--- src/rtl/primus_alu_arbiter.sv ---
// Round-robin arbiter/sequencer sharing one primus_alu writer port among NUM_REQ requesters.
// Latency: grant one edge after a request is seen in IDLE; completion pulse follows ALU ready; one transaction in flight.
// Backpressure: requesters hold valid/data until their req_ready_o pulse; stale ALU ready is drained before the next grant.
// Optional build macro PRIMUS_ALU_ARB_TIMEOUT_EN adds timeout_o and an ISSUE-state cycle limit (TIMEOUT_CYCLES).
module primus_alu_arbiter #(
  parameter int NUM_REQ        = 4,
  parameter int DATA_W         = 16,
  parameter int TIMEOUT_CYCLES = 16,
  localparam int IDX_W         = (NUM_REQ > 1) ? $clog2(NUM_REQ) : 1
) (
  input  logic                      clk_i,
  input  logic                      rst_ni,
  input  logic [NUM_REQ*DATA_W-1:0] req_data_i,
  input  logic [NUM_REQ-1:0]        req_valid_i,
  output logic [NUM_REQ-1:0]        req_ready_o,
  output logic [DATA_W-1:0]         alu_data_o,
  output logic                      alu_valid_o,
  input  logic                      alu_ready_i,
  output logic [IDX_W-1:0]          grant_idx_o,
  output logic                      busy_o
`ifdef PRIMUS_ALU_ARB_TIMEOUT_EN
  ,
  output logic                      timeout_o
`endif
);

  typedef enum logic [1:0] {IDLE, ISSUE, DRAIN} state_t;

  state_t           state;
  logic [IDX_W-1:0] ptr;
  logic [IDX_W-1:0] winner;
  logic             found;
  int               cand;

  // Reject configurations the arbiter cannot serve sensibly.
  if (NUM_REQ < 2) begin : g_bad_num_req
    $error("primus_alu_arbiter: NUM_REQ must be at least 2");
  end
  if (TIMEOUT_CYCLES < 1) begin : g_bad_timeout
    $error("primus_alu_arbiter: TIMEOUT_CYCLES must be at least 1");
  end

`ifdef PRIMUS_ALU_ARB_TIMEOUT_EN
  localparam int CNT_W = $clog2(TIMEOUT_CYCLES + 1);
  logic [CNT_W-1:0] to_cnt;
`endif

  // Round-robin pick: first valid requester searching upward from ptr+1, wrapping; ptr itself is last.
  always_comb begin
    winner = ptr;
    found  = 1'b0;
    cand   = 0;
    for (int i = 1; i <= NUM_REQ; i++) begin
      cand = int'(ptr) + i;
      if (cand >= NUM_REQ) cand = cand - NUM_REQ;
      if (!found && req_valid_i[cand]) begin
        winner = IDX_W'(cand);
        found  = 1'b1;
      end
    end
  end

  // Completion pulse: only the granted requester sees ALU ready, and only while issuing.
  always_comb begin
    req_ready_o = '0;
    if (state == ISSUE) req_ready_o[grant_idx_o] = alu_ready_i;
  end

  assign busy_o = (state != IDLE);

  // Sequencer: grant in IDLE, hold the captured word in ISSUE, wait out stale ready in DRAIN.
  always_ff @(posedge clk_i or negedge rst_ni) begin
    if (!rst_ni) begin
      state       <= IDLE;
      ptr         <= IDX_W'(NUM_REQ - 1);
      alu_valid_o <= 1'b0;
      alu_data_o  <= '0;
      grant_idx_o <= '0;
`ifdef PRIMUS_ALU_ARB_TIMEOUT_EN
      to_cnt      <= '0;
      timeout_o   <= 1'b0;
`endif
    end else begin
`ifdef PRIMUS_ALU_ARB_TIMEOUT_EN
      timeout_o <= 1'b0;
`endif
      case (state)
        IDLE: begin
          if (found) begin
            alu_data_o  <= req_data_i[int'(winner)*DATA_W +: DATA_W];
            alu_valid_o <= 1'b1;
            grant_idx_o <= winner;
            ptr         <= winner;
            state       <= ISSUE;
`ifdef PRIMUS_ALU_ARB_TIMEOUT_EN
            to_cnt      <= '0;
`endif
          end
        end
        ISSUE: begin
          if (alu_ready_i) begin
            alu_valid_o <= 1'b0;
            state       <= DRAIN;
          end
`ifdef PRIMUS_ALU_ARB_TIMEOUT_EN
          // Give up on a silent ALU; the request stays pending but ptr has already moved past it.
          else if (to_cnt == CNT_W'(TIMEOUT_CYCLES - 1)) begin
            alu_valid_o <= 1'b0;
            timeout_o   <= 1'b1;
            state       <= DRAIN;
          end else begin
            to_cnt <= to_cnt + 1'b1;
          end
`endif
        end
        DRAIN: begin
          if (!alu_ready_i) state <= IDLE;
        end
        default: begin
          alu_valid_o <= 1'b0;
          state       <= IDLE;
        end
      endcase
    end
  end

endmodule

--- config.mk ---
export PLATFORM = sky130hd
export DESIGN_NAME = primus_alu_arbiter
export DESIGN_NICKNAME = d
export VERILOG_FILES = /design/src/rtl/primus_alu_arbiter.sv
export SDC_FILE = /design/constraint.sdc
export NUM_CORES = 1
export LEC_CHECK = 0
export CORE_ASPECT_RATIO = 1.1
export CORE_MARGIN = 10
export CORE_UTILIZATION = 36
export DETAILED_ROUTE_END_ITERATION = 10
export GPL_TIMING_DRIVEN = 0
export PLACE_DENSITY = 0.8
export SYNTH_ARGS = -nofsm -noshare
export SYNTH_HDL_FRONTEND = slang
export SYNTH_SLANG_ARGS = --single-unit
--- constraint.sdc ---
create_clock -name clk_i -period 1.9 [get_ports clk_i]
set_input_delay 0.19 -clock clk_i [delete_from_list [all_inputs] [get_ports clk_i]]
set_output_delay 0.19 -clock clk_i [all_outputs]
set_load 0.1 [all_outputs]
== Yosys cells after proc, flatten, opt, wreduce, memory -nomap -nowiden ==
Cells that the tools add are included.

* Register bits after elaboration: 23
* Bits in latches: 0
* Bits in writable memories: 0
* Bits in read-only memories: 0
* Bits of input ports: 71
* Output and inout port bits: 24
* Memories: 0

* Add/subtract/negate cells: 8
* Multiply operators: 0
* Div/mod/pow operators: 0
* Order comparisons: 10
* Equality and inequality tests: 5
* Shift operators: 1
* Muxes and demuxes: 34
* Bitwise logic cells: 2
* Reduce and logical (&&, ||, !) cells: 12

{| class="wikitable"
|+ Operators with widths
! operator !! count
|-
| less-than comparator 32 x 4 -> 1 bit (second input constant) || 4
|-
| two-way mux 32 bit || 4
|-
| variable part select 64 x 7 -> 16 bit || 1
|-
| two-way mux 1 bit || 15
|-
| two-way mux 2 bit || 7
|-
| subtractor 3 x 3 -> 4 bit (second input constant) || 3
|-
| >= comparator 3 bit (second input constant) || 3
|-
| binary-select mux 1 bit (select 2 bit) || 4
|-
| adder 2 x 2 -> 3 bit (second input constant) || 2
|-
| != test 2 bit (second input constant) || 3
|-
| one-hot mux 2 bit (3 select lines) || 1
|-
| AND reduction 3 bit || 2
|-
| subtractor 4 x 3 -> 5 bit (second input constant) || 1
|-
| adder 2 x 3 -> 4 bit (second input constant) || 1
|-
| AND 4 bit || 1
|-
| >= comparator 4 x 3 -> 1 bit (second input constant) || 1
|-
| logical AND 1 bit || 4
|-
| two-way mux 4 bit || 1
|-
| adder 2 x 1 -> 3 bit (second input constant) || 1
|-
| logical NOT 1 bit || 3
|-
| less-than comparator 2 x 3 -> 1 bit (second input constant) || 1
|-
| one-hot mux 1 bit (3 select lines) || 1
|-
| demux 1 bit (select 2 bit) || 1
|-
| == test 2 x 1 -> 1 bit (second input constant) || 1
|-
| 6 further kinds || 6
|}

== Depth between registers and ports, before layout ==
* Word-level depth: 18
* Depth in mapped cells: 7

== Worst setup path before layout ==
No wires, ideal clock.

* Path kind: reg2out
* From: reg grant_idx_o[1]
* To: out req_ready_o[2]
* Arrival: 4.120 ns
* Slack: -2.410 ns
* Stages on the path, launching flop included: 2
* Cells stage by stage: dfrtp_1 nor4b_1

* Longest elaborated chain between the ends: 6
* Elaborated cells on any way between the ends: 7
* Classes of those cells: order compare: 2; mux: 3; bitwise: 1; reduce/logical: 1

{| class="wikitable"
|+ RTL lines
! what !! RTL line !! RTL
|-
| start, declared || 19 || <nowiki>output logic [IDX_W-1:0] grant_idx_o,</nowiki>
|-
| start signal, assigned || 92 || <nowiki>grant_idx_o <= winner;</nowiki>
|-
| less-than comparator 2 x 3 -> 1 bit (implied by the code) / >= comparator 2 x 1 -> 1 bit (equally long branches) || 66 || <nowiki>if (state == ISSUE) req_ready_o[grant_idx_o] = alu_ready_i;</nowiki>
|-
| logical AND 1 bit (implied by the code) || 66 ||
|-
| two-way mux 1 bit (implied by the code) || 66 ||
|-
| demux 1 bit (select 2 bit) (*) || 66 ||
|-
| AND 4 bit (no source line) (*) || -- ||
|-
| two-way mux 4 bit (*) || 66 ||
|-
| end, declared || 15 || <nowiki>output logic [NUM_REQ-1:0] req_ready_o,</nowiki>
|}

Every way passes the cells marked *; elsewhere a longest branch is shown, timed or not.

== Final worst setup path ==
* From: reg grant_idx_o[0]
* To: out req_ready_o[0]

Same word-level chain as after synthesis.

==> results by group <==
Run status
  – Status: finished, final reports clean

Clocking
  – Num CTS Buffers: 3
  – Clock Sinks: 23
  – Clk slew on worst S/H paths: 80 ps
  – Clock buffer depth: 2
  – CTS tree: done
  – Clock root cell: clkbuf_8
  – Worst-Skew Late Latency: 260 ps
  – Htree depth: 1

Worst setup path
  – Crit path capture type: primary output
  – CP max-delay cell: clkdlybuf4s15_2
  – Setup crit start kind: register
  – Worst path max stage delay: between 500 and 600 ps
  – Startpoint of the worst-slack reg-to-reg timing path: ptr[0]
  – Worst-case reg-to-reg path depth: 7
  – R2r endpoint: alu_data_o[5]
  – CP required: 1710 ps
  – CP Class: reg2out
  – Setup slack, reg-to-reg: 80 ps
  – Sequence of cells on the critical path: nor4_4 -> clkdlybuf4s15_2
  – Worst-path fanout max: 6
  – Critical path arrival: about 1600 ps

Placed design
  – Post-detail-place hpwl: roughly 3800 um
  – Port bufs: 94
  – GP Congestion: 0.701
  – Placed insts: 284

Drt
  – DR vias: around 1400
  – Post-route DRC: 0
  – Via/cell ratio: 4.96
  – DRT iter0 DRCs: 27
  – Detailed Route WL: 4750 um
  – WL per Instance: ~16 um
  – 1st-pass router iterations: 4
  – Final ANT Viol Nets: 0

Logic synthesis
  – Synth Area in Simple Gates: 13.4%
  – FF+latch count, synth: 23
  – Syn avg cell area: approximately 10 sq um
  – Post-synthesis sequential area ratio: 40.1%
  – XOR/XNOR Fraction of Synth Area: 0.607%
  – Mux share of post-synthesis cell area: between 20% and 30%
  – Cell Area, Synth: 1440 sq um
  – Yosys warns: 0
  – Largest family of logic cells by synthesized area: multiplexers
  – Post-synthesis instance total: 138
  – Synth unique cells: 27
  – Synth Area in Adders: 0%
  – Mapped Nets: roughly 210
  – Synth Area in Compound Gates: 14.7%

Timing
  – RSZ-0062 raised after global routing: true
  – Fmax: 548 MHz
  – Final hold vios: 0
  – Rel. slew slack: approximately a third
  – Fin crit period: 1830 ps
  – Max-slew violation count: 0
  – Final setup vio count: 0
  – Clock skew: around 2 ps
  – Fin Setup TNS: 0 ps
  – Period utilisation layout: 96.1%
  – Slew @ Worst Pin: 1020 ps
  – Hold_ws: a little under 500 ps

Job
  – Maxcap violations: 0

Global routing
  – Grt ovf: 0
  – GRT Total Usage: between 10% and 20%
  – Vias in the first global route: 1499
  – Initial antenna violation count: 0
  – Largest net degree at the start of global routing: 24
  – First-pass GRT wire length: about 7400 um

Power and ir drop
  – Leak pwr: around 1.2 nW
  – Power Density: 1980 nW/um^2
  – Max VDD drop: 0.000910 V

Layout
  – Commonest non-fill, non-tap cell in the layout: clkdlybuf4s50_1
  – Share of cells above drive strength 1: 15.0%
  – Nets: 312
  – Final std cells w/o fill: 292
  – Layout area overhead: 76.5%
  – Final core occ: about 65%
  – Most frequent cells in the layout: clkdlybuf4s50_1 (70), mux2i_1 (31), nand2_1 (22)
  – Antenna cell count: 0

Floorplan
  – Die width: 80.4 um
  – Die Span Y: 86.4 um
  – I/O pin count: 95
  – Die area: 6940 sq um
  – Initial core utilization: 37.0%
  – Row Count: 24
  – Core area: around 4000 sq um

Min path
  – Worst Hold Class: in2async
how the worst max path moves through the flow:
stage / slack [ps] / end / from
2_1_floorplan: -70 / req_ready_o[0] / grant_idx_o[0]
3_3_place_gp: -530 / req_ready_o[2] / alu_ready_i
3_5_place_dp: -560 / req_ready_o[2] / alu_ready_i
4_1_cts: 50 / alu_data_o[13] / ptr[0]
5_1_grt: -40 / alu_data_o[12] / ptr[0]
6_report: 70 / req_ready_o[0] / grant_idx_o[0]
flip-flops by register name, indices dropped and copies added, names as in the netlist:
register and flops:
alu_valid_o 1, ptr 2, alu_data_o 16, state 2, grant_idx_o 2
per-layer routing:
| metal | vias to the layer above | global-route usage (%) | part of all wire [%] |
|---|---|---|---|
| met1 | 686 | 14.6 | 40 |
| met4 | 0 | 3.21 | 0.29 |
| met3 | 2 | 5.18 | 7.9 |
| met5 | - | 0 | 0 |
| met2 | 46 | 23.1 | 52 |
| li1 | 715 | - | - |
synth_stat cells (all sizes together):
cell type,number,share of area [%]
o21a,1,0.52
and3,1,0.43
nand2b,3,1.3
o211ai,1,0.52
buf,10,8.2
o21ai,2,0.69
nor4,2,0.87
nor4b,1,0.61
o22ai,1,0.43
inv,3,0.78
nand2,23,6.2
dfrtp,21,36
or2b,1,0.52
a21oi,5,1.7
a221oi,1,1.0
mux2i,32,22
dfstp,2,3.6
xnor2,1,0.61
o221ai,16,9.7
nor2,9,2.5
or2,2,1.0
cell type report:
type / instances / area (sq um)
buffer: 10 / 119
clock buffer: 4 / 45.0
fill: 348 / 1360
inverter: 3 / 11.3
multi-input combinational: 102 / 781
sequential: 23 / 586
tap: 52 / 65.1
timing repair buffer: 98 / 940
worst max-delay path, delay by kind of cell (launching register included):
| family | cells | cell delay [ps] |
|---|---|---|
| buffers and inverters | 1 | 590 |
| flip-flops | 1 | 530 |
| AND/OR/NAND/NOR | 1 | 260 |
per-stage QoR:
step / setup slack, ps / instance area [sq um] / power (mW)
floorplan: -68.2 / 1480 / 3.92
global placement: -532 / 2490 / 4.82
detailed placement: -555 / 2490 / 4.86
CTS: 48.1 / 2500 / 5.01
global route: -36.0 / 2550 / 5.31
finish: 73.6 / 2550 / 5.03
logic make-up after synthesis:
group / count (synthesis)
XOR/XNOR: 1
buffers and inverters: 13
flip-flops: 23
AND/OR/NAND/NOR: 42
AO/OA/AOI/OAI: 27
multiplexers: 32
power by group:
group | total, mW | leakage [nW] | switching [mW] | internal, mW
Combinational | 3.77 | 0.861 | 2.61 | 1.16
Sequential | 0.960 | 0.275 | 0.185 | 0.776
Clock | 0.299 | 0.0228 | 0.149 | 0.149
timing repair:
item | 4_1_cts | 5_1_grt
hold buffers | 0 | 0
resized for setup | 40 | 5
setup buffers | 0 | 4
setup endpoints to repair | 24 | 18
endpoints found under the hold margin | 0 | 0
pin swaps | 0 | 2
(Power assumes the default switching activity.)
